**config.mk**
```make
export PLATFORM = sky130hd
export DESIGN_NAME = adder_result_sink
export DESIGN_NICKNAME = d
export VERILOG_FILES = /design/src/rtl/adder_pkg.sv /design/src/rtl/result_fifo_mem.sv /design/src/rtl/adder_result_sink.sv
export SDC_FILE = /design/constraint.sdc
export NUM_CORES = 1
export LEC_CHECK = 0
export BUFFER_PORTS_ARGS = -buffer_cell sky130_fd_sc_hd__buf_2
export CORE_UTILIZATION = 51
export DETAILED_ROUTE_END_ITERATION = 8
export GPL_ROUTABILITY_DRIVEN = 1
export PLACE_DENSITY = 0.76
export SYNTH_ARGS = -nofsm -noshare
export SYNTH_HDL_FRONTEND = slang
export SYNTH_SLANG_ARGS = --single-unit
```
**constraint.sdc**
```tcl
create_clock -name clk -period 2.22 [get_ports clk]
set_input_delay 0.111 -clock clk [delete_from_list [all_inputs] [get_ports clk]]
set_output_delay 0.111 -clock clk [all_outputs]
set_load 0.05 [all_outputs]
```
**src/rtl/adder_pkg.sv**
```systemverilog
// Shared types for the pipelined adder and its result sink.
package adder_pkg;

    localparam int DATA_W = 32;

    typedef struct packed {
        logic              c;
        logic [DATA_W-1:0] sum;
    } result_t;

endpackage

```
**src/rtl/result_fifo_mem.sv**
```systemverilog
// Result storage: register array with one write port and an asynchronous read port.
module result_fifo_mem #(
    parameter int ENTRY_W = adder_pkg::DATA_W + 1,
    parameter int DEPTH   = 4,
    localparam int PTR_W  = $clog2(DEPTH)
) (
    input  logic               clk,
    input  logic               we_i,
    input  logic [PTR_W-1:0]   waddr_i,
    input  logic [ENTRY_W-1:0] wdata_i,
    input  logic [PTR_W-1:0]   raddr_i,
    output logic [ENTRY_W-1:0] rdata_o
);

    logic [ENTRY_W-1:0] mem_q [DEPTH];

    // Storage is deliberately not reset; validity is tracked by the top's count.
    always_ff @(posedge clk) begin
        if (we_i) begin
            mem_q[waddr_i] <= wdata_i;
        end
    end

    assign rdata_o = mem_q[raddr_i];

endmodule

```
**src/rtl/adder_result_sink.sv**
```systemverilog
// Accepts adder results into a small FWFT FIFO and re-presents them with valid/ready.
module adder_result_sink
    import adder_pkg::*;
#(
    parameter int DATA_W  = adder_pkg::DATA_W,
    parameter int DEPTH   = 4,
    localparam int PTR_W  = $clog2(DEPTH),
    localparam int CNT_W  = $clog2(DEPTH + 1)
) (
    input  logic              clk,
    input  logic              rst,
    input  logic              validin,
    input  logic [DATA_W-1:0] sum_in,
    input  logic              cy_in,
    output logic              out_allow,
    input  logic              flush,
    input  logic              rd_ready,
    output logic              validout,
    output logic [DATA_W-1:0] sum_out,
    output logic              c_out,
    output logic [CNT_W-1:0]  count,
    output logic [31:0]       acc_cnt
);

    logic [PTR_W-1:0]  wr_ptr_q, wr_ptr_d;
    logic [PTR_W-1:0]  rd_ptr_q, rd_ptr_d;
    logic [CNT_W-1:0]  count_q, count_d;
    logic [31:0]       acc_q, acc_d;
    logic              wr_en, rd_en;
    logic [DATA_W:0]   rd_data;

    // Handshakes depend only on the registered count, so no input-to-output path exists.
    assign out_allow = (count_q != CNT_W'(DEPTH));
    assign validout  = (count_q != '0);

    assign wr_en = validin  && out_allow && !flush;
    assign rd_en = rd_ready && validout  && !flush;

    always_comb begin
        wr_ptr_d = wr_ptr_q;
        rd_ptr_d = rd_ptr_q;
        count_d  = count_q;
        acc_d    = acc_q;
        if (flush) begin
            wr_ptr_d = '0;
            rd_ptr_d = '0;
            count_d  = '0;
        end else begin
            if (wr_en) begin
                wr_ptr_d = wr_ptr_q + PTR_W'(1);
                acc_d    = acc_q + 32'd1;
            end
            if (rd_en) begin
                rd_ptr_d = rd_ptr_q + PTR_W'(1);
            end
            if (wr_en && !rd_en) begin
                count_d = count_q + CNT_W'(1);
            end else if (rd_en && !wr_en) begin
                count_d = count_q - CNT_W'(1);
            end
        end
    end

    always_ff @(posedge clk or posedge rst) begin
        if (rst) begin
            wr_ptr_q <= '0;
            rd_ptr_q <= '0;
            count_q  <= '0;
            acc_q    <= '0;
        end else begin
            wr_ptr_q <= wr_ptr_d;
            rd_ptr_q <= rd_ptr_d;
            count_q  <= count_d;
            acc_q    <= acc_d;
        end
    end

    result_fifo_mem #(
        .ENTRY_W (DATA_W + 1),
        .DEPTH   (DEPTH)
    ) u_mem (
        .clk     (clk),
        .we_i    (wr_en),
        .waddr_i (wr_ptr_q),
        .wdata_i ({cy_in, sum_in}),
        .raddr_i (rd_ptr_q),
        .rdata_o (rd_data)
    );

    // Head is masked to zero when empty so stale storage never leaks out.
    assign sum_out = validout ? rd_data[DATA_W-1:0] : '0;
    assign c_out   = validout ? rd_data[DATA_W]     : 1'b0;
    assign count   = count_q;
    assign acc_cnt = acc_q;

endmodule
```
# After elaboration in Yosys (flattened, before gate mapping)
# Memories as Yosys holds them, arrays and structs flattened.
# Cells that the tools add are included.
[totals]
register_bits = 39
ram_bits = 132
in_bits = 38
out_inout_bits = 70
elab_cells = 37
memories = 1
[classes]
n_addsub = 5
eq_ne = 1
mux = 11
n_bitwise = 1
n_reduce_logical = 14
[memory_table]
columns = ["memory", "words", "width", "rd", "rd_ports_with_merged_regs", "wr", "line", "rtl"]
rows = [
  ["u_mem.mem_q", 4, 33, 1, 0, 1, "result_fifo_mem.sv:15", "logic [ENTRY_W-1:0] mem_q [DEPTH];"],
]
[op_table]
columns = ["operator", "count"]
rows = [
  ["$add A32 B1 Y32 const B", 1],
  ["$mux W32", 1],
  ["$mux W3", 3],
  ["$mux W2", 4],
  ["$logic_and A1 B1 Y1", 6],
  ["$reduce_bool A3 Y1", 2],
  ["$add A2 B1 Y2 const B", 2],
  ["$reduce_bool A2 Y1", 2],
  ["$add A3 B1 Y3 const B", 1],
  ["$logic_not A1 Y1", 3],
  ["$mux W1", 3],
  ["$ne A3 B3 Y1 const B", 1],
  ["$sub A3 B1 Y3 const B", 1],
  ["$reduce_and A2 Y1", 1],
  ["$not A1 Y1", 1],
]

# Longest topological paths before layout
# Gate-level depths: netlist (run 1).
[logic_depth]
depth_word = 8
ltp_mapped = 11

# Modules after synthesis
# Synthesis (run 1) repeated with hierarchy kept, for this count alone.
[unflattened]
hier_cells = 399
area_unflattened_um2 = 7046.8
[modules_own_cells]
columns = ["mod", "n_inst", "cells_per_inst", "area_each_um2", "seq_area_each_um2"]
rows = [
  ["result_fifo_mem", 1, 177, 4839.6, 3963.8],
  ["adder_result_sink", 1, 222, 2207.1, 975.9],
]

# Worst setup path before layout (run 1)
# No wires, ideal clock.
[synth_path]
kind = "register to register"
from = "reg count_q[2] (netlist: count[2])"
to = "reg count_q[1] (netlist: count[1])"
setup_ns = 0.077
arrival_ns = 2.733
required_time_ns = 2.143
slack_ns = -0.591
path_stages_with_launch = 10
path_buffers = 3
path_cell_list = "dfrtp_1 buf_6 or3b_1 buf_6 and3b_1 buf_2 and2_1 fa_1 a311o_1 a21oi_1"
[synth_via]
elab_cells_between_ends = 13
cone_classes = "eq/ne: 1; mux: 2; reduce/logical: 10"
[synth_lines]
columns = ["item", "line", "rtl"]
rows = [
  ["start, declared", "adder_result_sink.sv:27", "logic [CNT_W-1:0] count_q, count_d;"],
  ["start signal, assigned", "adder_result_sink.sv:73", "count_q <= count_d;"],
  ["$ne A3 B3 Y1 (*)", "adder_result_sink.sv:33", "assign out_allow = (count_q != CNT_W'(DEPTH));"],
  ["net out_allow", "adder_result_sink.sv:15", "output logic out_allow,"],
  ["$logic_and A1 B1 Y1 (*) (2 in series)", "adder_result_sink.sv:36", "assign wr_en = validin && out_allow && !flush;"],
  ["$logic_and A1 B1 Y1 or $logic_not A1 Y1 (tied branches)", "adder_result_sink.sv:56, adder_result_sink.sv:58", ""],
  ["$mux W3 or $logic_and A1 B1 Y1 (tied branches)", "adder_result_sink.sv:56, adder_result_sink.sv:58", ""],
  ["$mux W3 or $reduce_bool A3 Y1 (tied branches)", "-", ""],
]
# The timed path passes the listed nets; every way through them passes the cells marked *.
# A chain may end at the register's enable or synchronous reset.

# Worst setup path in the final report (run 1)
[layout_path]
from = "reg count_q[1] (netlist: count[1])"
to = "reg count_q[1] (netlist: count[1])"
[layout_via]
elab_chain_len = 7
elab_cells_between_ends = 16
cone_classes = "add/sub: 2; eq/ne: 1; mux: 3; reduce/logical: 10"
[layout_lines]
columns = ["item"]
rows = [
  ["branches (longest 7 deep; another with $sub A3 B1 Y3)"],
]
# Several ways; the timed one is not identified. The select of a mux whose other input is x is not followed.

==> results by group, run 1 <==
Clocking
  – Clk_lat worst skew: 0.42 ns
  – Clock tree sinks: 171
  – CTS tree: done
  – H-tree depth: 4
  – CTS Buf Count: 17
  – CTS max path bufs: 2
  – Root Driver: clkbuf_16
  – Clock-pin slew on the worst setup and hold paths: 0.06 ns

Setup path
  – CP endpoint kind: register
  – Arrival time worst endpoint: 2.50 ns
  – CP Max Fanout: 5
  – Startpoint types: register
  – Setup CP Type: register to register
  – WP data required: 2.56 ns

Yosys
  – Ys async rst share: 22.81%
  – Syn nets: 443
  – Seq/Total Area, Yosys: 70.80%
  – Top FF cell, synth: edfxtp_1
  – Post-Syn Area per Cell: 17.49 sq um
  – Post-Synthesis Cells: 399
  – Count of flip-flops with a built-in enable after synthesis: 132
  – Yosys reg bits: 171
  – Synth area leaders: edfxtp_1 (57%), dfrtp_1 (14%), mux4_2 (11%)
  – Synth top area share: 56.81%
  – Post-synth top area cell: edfxtp_1
  – YS warnings: 0
  – Synth unique cells: 38
  – Synthesized cell area: 6977 sq um

Run status
  – Status: finished clean

Detailed routing
  – WL/cell: 17.63 um
  – Total number of vias: 3965
  – Vias/cell: 5.315
  – DR pass1 iterations: 5
  – Antenna-violating nets left: 0
  – DRC errors left: 0
  – 1st-iter DRT viols: 237
  – Total length of routed wires: 13.15 mm

Power and ir drop
  – Total power: 9799 uW
  – Lkg Pwr: 0.003438 uW
  – Pwr dens: 1114 nW/um^2
  – VDD IR-drop max: 0.0007518 V

Global routing
  – Global-route wire length before repair: 21.57 mm
  – Largest net degree at the start of global routing: 40
  – Vias in the first global route: 4183
  – Tot GR Track Use: 20.37%
  – Initial antenna violation count: 0
  – Remaining global-route overflow: 0

Timing
  – Tmin final: 2.162 ns
  – Clock Skew: 0.006684 ns
  – Rel. slew slack: 39.24%
  – Final-report setup violation count: 0
  – Fin. Hold Viols: 0
  – RSZ-0062 raised after global routing: yes
  – Worst slew pin tran: 0.9114 ns
  – Final Slew Violations: 0
  – FMAX: 0.4626 GHz
  – Final cycle utilization of the critical path: 97.38%
  – Setup ws final: 0.05809 ns

Floorplanning
  – Initial Utilization: 52.48%
  – Die extent in x: 119.0 um
  – FP Rows: 42
  – Die area: 14150 sq um
  – # IOs: 108
  – Die outline height: 119.0 um
  – CORE AREA: 13300 sq um

Layout
  – Utilization after layout: 66.14%
  – Layout cell share with drive strength beyond 1: 36.49%
  – Antenna Cells: 0
  – Final nets: 601
  – Syn-to-layout area delta: 26.04%

Place
  – DP Wirelength: 7.977 mm
  – Gpl congestion: 0.7465
  – Buffers on Ports: 107
  – Setup slack at placement: 0.07762 ns

Run
  – Max-Cap Viols: 0

Hold path
  – Class of the worst hold path: input pin to register
-- cells by family (layout without fill, tap and decap cells) --
family,after synthesis,count (layout),synth area share [%]
xor gates and xnor gates,36,36,4.519
and+or+nand+nor,110,110,9.559
muxes,35,35,10.96
DFF,171,171,70.80
buffers and inverters,27,198,1.775
adders and majority gates,6,6,1.184
AOI/OAI and AO/OA,14,14,1.201
-- layout by cell type (no fill, tap or decap), types with 4 or more instances in the layout --
cell type,count
clkbuf_16,17
and3_1,5
inv_1,8
ha_1,5
xor2_1,10
edfxtp_1,132
nand2_1,9
xnor2_1,26
and2_2,4
nand4_1,10
dfrtp_2,5
and2_1,34
a21oi_1,5
dfrtp_1,34
inv_6,8
buf_4,13
mux4_2,33
nor2_1,12
nand3_1,18
buf_2,107
dlygate4sd3_1,35
-- per-stage QoR --
step / area, sq um / hold slack [ns] / TNS (ns) / cells
floorplan: 6997 / 0.2099 / -0.5836 / 399
global placement: 7782 / 0.2449 / 0 / 675
detailed placement: 7782 / 0.2668 / 0 / 675
CTS: 8771 / 0.06774 / 0 / 744
global route: 8793 / 0.1123 / -0.02611 / 746
finish: 8793 / 0.09425 / 0 / 746
-- path summary, 6_finish.rpt --
| check | start | end | slack, ns | depth (start not counted) |
|---|---|---|---|---|
| worst min register to register | acc_cnt[5]$_DFFE_PP0P_ | acc_cnt[5]$_DFFE_PP0P_ | 0.49 | 1 |
| max in group asynchronous | rst | rd_ptr_q[1]$_DFFE_PP0P_ | 1.48 | 4 |
| worst max register to register | count[1]$_DFFE_PP0P_ | count[1]$_DFFE_PP0P_ | 0.06 | 6 |
| worst min-delay path | validin | count[2]$_DFFE_PP0P_ | 0.09 | 3 |
| min in group asynchronous | rst | acc_cnt[26]$_DFFE_PP0P_ | 0.38 | 4 |
| worst max-delay path | count[1]$_DFFE_PP0P_ | count[1]$_DFFE_PP0P_ | 0.06 | 6 |
-- power breakdown --
| group | internal [uW] | total, uW | switching (uW) |
|---|---|---|---|
| sequential | 3660 | 3800 | 132 |
| clock | 1810 | 3080 | 1270 |
| combinational | 967 | 2920 | 1960 |
| total | 6440 | 9800 | 3360 |
-- layer usage --
layer	part of all wire [%]	global-route usage, %
met1	41	26.46
met3	5.7	4.262
met5	0	0
met4	0.68	7.991
met2	52	33.81
-- flip-flops by register name, summed over array words and instances (netlist names) --
name and cells:
wr_ptr_q 2, count 3, acc_cnt 32, rd_ptr_q 2, u_mem.mem_q 132
-- worst max-delay path: stages (launching register included) --
cell     delay, ns
dfrtp_2       0.44
or3b_1        0.38
and3b_1       0.20
and2_4        0.15
fa_2          0.47
a311o_1       0.30
a21oi_1       0.15
-- final cells by class --
cell class,instances,area (sq um)
Inverter,8,30.03
Tap cell,176,220.2
Clock inverter,15,197.7
Fill cell,924,4502
Multi-Input combinational cell,201,1931
Timing Repair Buffer,158,1044
Clock buffer,17,425.4
Sequential cell,171,4946
-- timing repair --
item                                    4_1_cts  5_1_grt
gates resized for setup                       0        3
endpoints found under the setup margin       17        2
pin swaps                                     0        1
buffers inserted                              2        2
hold endpoints to repair                    176        0
hold buffers                                 35        0
-- cell usage after synthesis, types with 2 or more instances --
cell type	number
xor2_1	10
mux4_2	33
buf_6	2
buf_2	6
a211oi_1	2
dfrtp_1	39
nor2b_1	2
nand4_1	10
a31oi_1	2
nand2_1	10
and2_1	39
o21ai_0	3
nor2_1	12
inv_1	8
xnor2_1	26
a21oi_1	5
edfxtp_1	132
ha_1	5
clkbuf_1	11
nand3_1	18
and3_1	5
nor3_1	3
Note: power is estimated with default switching activity, not from simulation.
==> run 2: changes to the inputs <==
PLACE_DENSITY = 0.86   (was 0.76)
==> run 2 against run 1 <==
Effect of this change:
- sequential share of layout area up 0.20 points
- die area unchanged
- cell count up 0.13%
- sequential power about the same
- worst hold slack about the same
- global-route usage up 0.26 points
- first-iteration DRC count up 13%
- via count up 0.76%
- largest power group unchanged
==> results by group, run 2 (synthesis gave the netlist of run 1 again) <==
Timing
  – Final Slew Violations: 0 (unchanged)
  – Worst slew pin tran: 0.8910 ns (-0.02038 ns)
  – Final-report setup violation count: 0 (unchanged)
  – Final cycle utilization of the critical path: 98.59% (+1.2 points)
  – Rel. slew slack: 40.60% (+1.4 points)
  – FMAX: 0.4569 GHz (-1.2%)
  – Setup ws final: 0.03129 ns (-0.02680 ns)
  – Fin. Hold Viols: 0 (unchanged)
  – Tmin final: 2.189 ns (+0.02680 ns)
  – Clock Skew: 0.006377 ns (-0.0003068 ns)
  – RSZ-0062 raised after global routing: yes

Place
  – Placed Cells: 673 (-0.30%)
  – Buffers on Ports: 107 (unchanged)
  – Area of placed instances: 7767 sq um (-0.19%)
  – Setup slack at placement: 0.02341 ns (-0.05421 ns)
  – Gpl congestion: 0.7837 (+5.0%)
  – DP Wirelength: 8.250 mm (+3.4%)

Global routing
  – Vias in the first global route: 4231 (+1.1%)
  – Remaining global-route overflow: 0 (unchanged)
  – Global-route wire length before repair: 21.91 mm (+1.6%)
  – Initial antenna violation count: 0 (unchanged)
  – Largest net degree at the start of global routing: 40 (unchanged)
  – Tot GR Track Use: 20.62% (+0.26 points)

Clocking
  – Clock-pin slew on the worst setup and hold paths: 0.07 ns (about the same)
  – CTS max path bufs: 2 (unchanged)
  – Clk_lat worst skew: 0.42 ns (about the same)
  – CTS tree: done
  – Root Driver: clkbuf_16
  – H-tree depth: 4 (unchanged)
  – Clock tree sinks: 171 (unchanged)
  – CTS Buf Count: 17 (unchanged)

Floorplanning
  – Die area: 14150 sq um (unchanged)
  – Initial Utilization: 52.48% (unchanged)
  – Die outline height: 119.0 um (unchanged)
  – # IOs: 108 (unchanged)
  – CORE AREA: 13300 sq um (unchanged)
  – Die extent in x: 119.0 um (unchanged)
  – FP Rows: 42 (unchanged)

Layout
  – Post-Layout Inst Area: 8762 sq um (-0.36%)
  – Final non-filler cell total: 747 (+0.13%)
  – Layout cell share with drive strength beyond 1: 36.25% (-0.24 points)
  – Antenna Cells: 0 (unchanged)
  – Commonest non-fill, non-tap cell in the layout: edfxtp_1
  – Fill cells: 890 (-3.7%)
  – Final nets: 602 (+0.17%)
  – Most frequent cells in the layout: edfxtp_1 (132), buf_2 (107), dlygate4sd3_1 (35)
  – Max reg flops: 132 (unchanged)
  – Syn-to-layout area delta: 25.59%
  – Multi-input gate area: 1933 sq um (+0.13%)
  – Largest Register: u_mem.mem_q
  – FF/Latch Area: 4946 sq um (unchanged)

Setup path
  – Crit-path most repeated cell: a21oi_1
  – CP max-delay cell: fa_2
  – Setup CP Type: register to register
  – Worst R2R Path Depth: 7 (+1)
  – Setup slack, reg-to-reg: 0.03 ns (-0.03 ns)
  – R2R Path Start: count[0]$_DFFE_PP0P_
  – Startpoint types: register
  – CP endpoint kind: register
  – CP peak stage delay: 0.47 ns (about the same)
  – Crit-path cells: or3b_1 -> and3b_1 -> and2_4 -> fa_2 -> a21oi_1 -> o21ai_2 -> a21oi_1
  – Crit Reg-Reg Endpoint: count[1]$_DFFE_PP0P_
  – WP data required: 2.56 ns (about the same)
  – Arrival time worst endpoint: 2.52 ns (+0.02 ns)
  – CP Max Fanout: 3 (-2)

Detailed routing
  – DRC errors left: 0 (unchanged)
  – Antenna-violating nets left: 0 (unchanged)
  – WL/cell: 18.44 um (+4.6%)
  – Vias/cell: 5.348 (+0.62%)
  – DR pass1 iterations: 5 (unchanged)
  – 1st-iter DRT viols: 267 (+13%)
  – Total length of routed wires: 13.78 mm (+4.8%)
  – Total number of vias: 3995 (+0.76%)

Hold path
  – Hold path depth: 3 (unchanged)
  – Hold EP: wr_ptr_q[1]$_DFFE_PP0P_
  – Hold_sp: validin
  – Class of the worst hold path: input pin to register

Power and ir drop
  – VDD IR-drop max: 0.0007778 V (+3.5%)
  – Pwr dens: 1099 nW/um^2 (-1.3%)
  – Lkg Pwr: 0.003422 uW (-0.48%)
  – Total power: 9634 uW (-1.7%)

Run status
  – Status: finished clean

Run
  – Max-Cap Viols: 0 (unchanged)
## run 2: cell types whose count changed in the layout (fill, tap and decap cells not counted), moves of 2 or more
cell,delta
inv_6,-3
bufinv_16,-2
clkinv_1,+2
inv_8,+2
## run 2: final cells by class
class / instances / area share, %
Sequential cell: 171 / 56.45
Multi-Input combinational cell: 201 / 22.06
Timing Repair Buffer: 159 / 11.99
Clock buffer: 17 / 4.855
Tap cell: 176 / 2.513
Clock inverter: 15 / 1.785
Inverter: 8 / 0.3427
## run 2: routing by layer
metal | track usage, % | wire length [um]
met1 | 25.62 | 5535
met2 | 35.75 | 7301
met3 | 3.927 | 604
met4 | 8.228 | 334
met5 | 0 | 0
## run 2: repair_timing
action | in CTS | in global routing
endpoints found under the setup margin | 0 | 24
endpoints found under the hold margin | 175 | 0
resized for setup | 0 | 3
buffers inserted | 0 | 7
hold buffers | 35 | 0
## run 2: how the worst max path moves through the flow
| stage | from | end | slack (ns) |
|---|---|---|---|
| 6_report | count[0]$_DFFE_PP0P_ | count[1]$_DFFE_PP0P_ | 0.03 |
| 3_5_place_dp | count[1]$_DFFE_PP0P_ | count[1]$_DFFE_PP0P_ | 0.02 |
| 3_3_place_gp | count[1]$_DFFE_PP0P_ | count[1]$_DFFE_PP0P_ | 0.14 |
| 2_1_floorplan | count[2]$_DFFE_PP0P_ | count[1]$_DFFE_PP0P_ | -0.33 |
| 4_1_cts | rd_ptr_q[0]$_DFFE_PP0P_ | c_out | 0.003 |
| 5_1_grt | count[0]$_DFFE_PP0P_ | count[1]$_DFFE_PP0P_ | -0.10 |
## run 2: critical path: cells and delay by family (launching register included)
family	cells	cell delay (ns)
and+or+nand+nor	3	0.72
AOI/OAI and AO/OA	3	0.51
adders and majority gates	1	0.47
DFF	1	0.40
## run 2: per-stage QoR
stage          hold WS [ns]  util [%]  setup TNS, ns
6_report            0.09381     65.90              0
2_1_floorplan        0.2099         -        -0.5836
3_5_place_dp         0.2558     58.42              0
5_1_grt              0.1084     65.90        -0.1011
3_3_place_gp         0.2395     58.42              0
4_1_cts             0.06505     65.43              0
## run 2: report_power, final
group          switching (uW)  internal (uW)
clock                    1290           1590
sequential                143           3660
combinational            1970            977
total                    3400           6230
==> run 3: changes to the inputs <==
CORE_UTILIZATION = 35   (was 51)
PLACE_DENSITY = 0.66   (was 0.86)
==> run 3 against run 2 <==
Effect of this change:
- global-route usage decreased by 6.0 points
- flip-flop and latch count unchanged
- clock power increased by 3%
- sequential share of layout area decreased by 0.93 points
- clock skew increased by 0.0029 ns
- non-clock buffer count decreased by 1
- via count decreased by 1.8%
- first-iteration DRC count decreased by 61%
- maximum frequency increased by 3.8%
- combinational power decreased by 3%
- worst hold slack got worse by 0.032 ns
- sequential power about the same
- critical path type unchanged
- highest routed layer unchanged
==> results by group, run 3 (synthesis gave the netlist of run 1 again) <==
Layout
  – Post-Layout Inst Area: 8909 sq um (+1.7%)
  – Syn-to-layout area delta: 27.69%
  – Most frequent cells in the layout: edfxtp_1 (132), buf_2 (107), dlygate4sd3_1 (35)
  – Commonest non-fill, non-tap cell in the layout: edfxtp_1
  – Final nets: 601 (-0.17%)
  – Fill cells: 1732 (+95%)
  – Largest Register: u_mem.mem_q
  – Multi-input gate area: 1923 sq um (-0.52%)
  – Max reg flops: 132 (unchanged)
  – Utilization after layout: 45.62% (-20 points)
  – FF/Latch Area: 4946 sq um (unchanged)
  – Layout cell share with drive strength beyond 1: 35.79% (-0.46 points)

Timing
  – Tmin final: 2.108 ns (-0.08090 ns)
  – Setup TNS: 0 ns (unchanged)
  – Worst slew pin tran: 0.5514 ns (-0.3396 ns)
  – Final Slew Violations: 0 (unchanged)
  – FMAX: 0.4744 GHz (+3.8%)
  – Final cycle utilization of the critical path: 94.95% (-3.6 points)
  – Clock Skew: 0.009317 ns (+0.002940 ns)
  – Final-report setup violation count: 0 (unchanged)
  – Setup ws final: 0.1122 ns (+0.08090 ns)
  – Rel. slew slack: 62.96% (+22 points)
  – Fin. Hold Viols: 0 (unchanged)
  – RSZ-0062 raised after global routing: no

Hold path
  – Class of the worst hold path: input pin to register
  – Hold EP: count[2]$_DFFE_PP0P_
  – Hold path depth: 2 (-1)
  – Hold_sp: validin

Global routing
  – Global-route wire length before repair: 22.04 mm (+0.57%)
  – Vias in the first global route: 4200 (-0.73%)
  – Initial antenna violation count: 1 (+1)
  – Tot GR Track Use: 14.65% (-6.0 points)
  – Remaining global-route overflow: 0 (unchanged)
  – Largest net degree at the start of global routing: 40 (unchanged)

Power and ir drop
  – Sequential share of power: 39.4% (about the same)
  – Total power: 9635 uW (about the same)
  – Pwr dens: 1082 nW/um^2 (-1.6%)
  – Switching share of total power: 34.02% (-1.3 points)
  – Lkg Pwr: 0.003432 uW (+0.30%)
  – Psw: 3278 uW (-3.7%)
  – Combinational power share: 29.8% (-0.8 points)
  – Internal power: 6358 uW (+2.1%)
  – Clock share of power: 30.8% (+0.9 points)
  – VDD IR-drop max: 0.0005284 V (-32%)

Clocking
  – Root Driver: clkbuf_16
  – CTS max path bufs: 2 (unchanged)
  – Clock-pin slew on the worst setup and hold paths: 0.07 ns (about the same)
  – H-tree depth: 4 (unchanged)
  – CTS Buf Count: 17 (unchanged)
  – Post-CTS Setup Inserts: 0 (unchanged)
  – Clock tree sinks: 171 (unchanged)
  – CTS tree: done
  – Clk_lat worst skew: 0.43 ns (about the same)

Setup path
  – CP peak stage delay: 0.46 ns (about the same)
  – Setup slack, reg-to-reg: 0.11 ns (+0.08 ns)
  – CP Max Fanout: 8 (+5)
  – R2R Path Start: count[1]$_DFFE_PP0P_
  – Setup CP Type: register to register
  – CP endpoint kind: register
  – CP max-delay cell: fa_2
  – CP Buf/Inv Count: 0 (unchanged)
  – Worst R2R Path Depth: 6 (-1)
  – Top Family by Delay on Critical Path: simple AND/OR/NAND/NOR gates
  – WP data required: 2.56 ns (about the same)
  – Startpoint types: register
  – Crit Reg-Reg Endpoint: count[1]$_DFFE_PP0P_
  – Crit-path cells: or3b_1 -> and3b_1 -> and2_4 -> fa_2 -> a311o_1 -> a21oi_1
  – Arrival time worst endpoint: 2.45 ns (-0.07 ns)

Floorplanning
  – Die area: 20500 sq um (+45%)
  – Die outline height: 143.2 um (+20%)
  – FP Rows: 51 (+21%)
  – CORE AREA: 19530 sq um (+47%)
  – # IOs: 108 (unchanged)
  – Die extent in x: 143.2 um (+20%)
  – Initial Utilization: 35.73% (-17 points)

Detailed routing
  – DR top layer: met4
  – 1st-iter DRT viols: 105 (-61%)
  – Antenna-violating nets left: 0 (unchanged)
  – DRC errors left: 0 (unchanged)
  – Met3 WL: 607 um (+0.50%)
  – DR pass1 iterations: 4 (-1)
  – Total number of vias: 3925 (-1.8%)
  – M1 WL: 5.835 mm (+5.4%)
  – Routed wl met2: 7.100 mm (-2.8%)
  – Total length of routed wires: 13.73 mm (-0.30%)
  – WL/cell: 16.43 um (-11%)
  – Vias/cell: 4.695 (-12%)

Place
  – Gpl congestion: 0.8054 (+2.8%)
  – DP Wirelength: 8.885 mm (+7.7%)
  – Buffers on Ports: 107 (unchanged)
  – Setup slack at placement: 0.1049 ns (+0.08153 ns)
  – Area of placed instances: 7949 sq um (+2.3%)

Run status
  – Status: finished clean

Run
  – Max-Cap Viols: 0 (unchanged)
-- run 3: worst max path at each step --
stage	from	to	cells after the start
after floorplan	count[2]$_DFFE_PP0P_	count[1]$_DFFE_PP0P_	10
after global placement	count[1]$_DFFE_PP0P_	count[1]$_DFFE_PP0P_	7
after detailed placement	count[1]$_DFFE_PP0P_	count[1]$_DFFE_PP0P_	7
after CTS	rd_ptr_q[0]$_DFFE_PP0P_	sum_out[22]	4
after global routing	count[1]$_DFFE_PP0P_	count[1]$_DFFE_PP0P_	6
final	count[1]$_DFFE_PP0P_	count[1]$_DFFE_PP0P_	6
-- run 3: area by class of cell --
| cell class | instances | share of cell area [%] |
|---|---|---|
| Sequential cell | 171 | 55.52 |
| Multi-Input combinational cell | 201 | 21.59 |
| Timing Repair Buffer | 158 | 12.08 |
| Clock buffer | 17 | 4.775 |
| Tap cell | 265 | 3.722 |
| Clock inverter | 15 | 1.952 |
| Inverter | 8 | 0.3371 |
| Antenna cell | 1 | 0.02809 |
-- run 3: what timing repair did --
item,in CTS,in global routing
resized for setup,1,2
endpoints found under the hold margin,176,0
hold buffers,35,0
setup endpoints to repair,7,3
-- run 3: stage by stage --
stage	cells	hold WS, ns
after global routing	836	0.08997
after floorplan	399	0.2099
after detailed placement	768	0.2868
after global placement	768	0.2465
final	836	0.06132
after CTS	835	0.03999
-- run 3: power groups by stage --
stage | combinational (uW) | sequential, uW | clock, uW
after floorplan | 1960 | 4050 | 0
after global placement | 2830 | 3850 | 0
after detailed placement | 2860 | 3870 | 0
after CTS | 2920 | 3800 | 3060
after global routing | 3080 | 3830 | 3180
final | 2870 | 3800 | 2970
-- run 3: per-layer routing --
| layer | track usage, % | vias up |
|---|---|---|
| li1 | - | 1836 |
| met1 | 16.69 | 1991 |
| met2 | 25.91 | 82 |
| met3 | 3.991 | 16 |
| met4 | 5.942 | 0 |
| met5 | 0 | - |
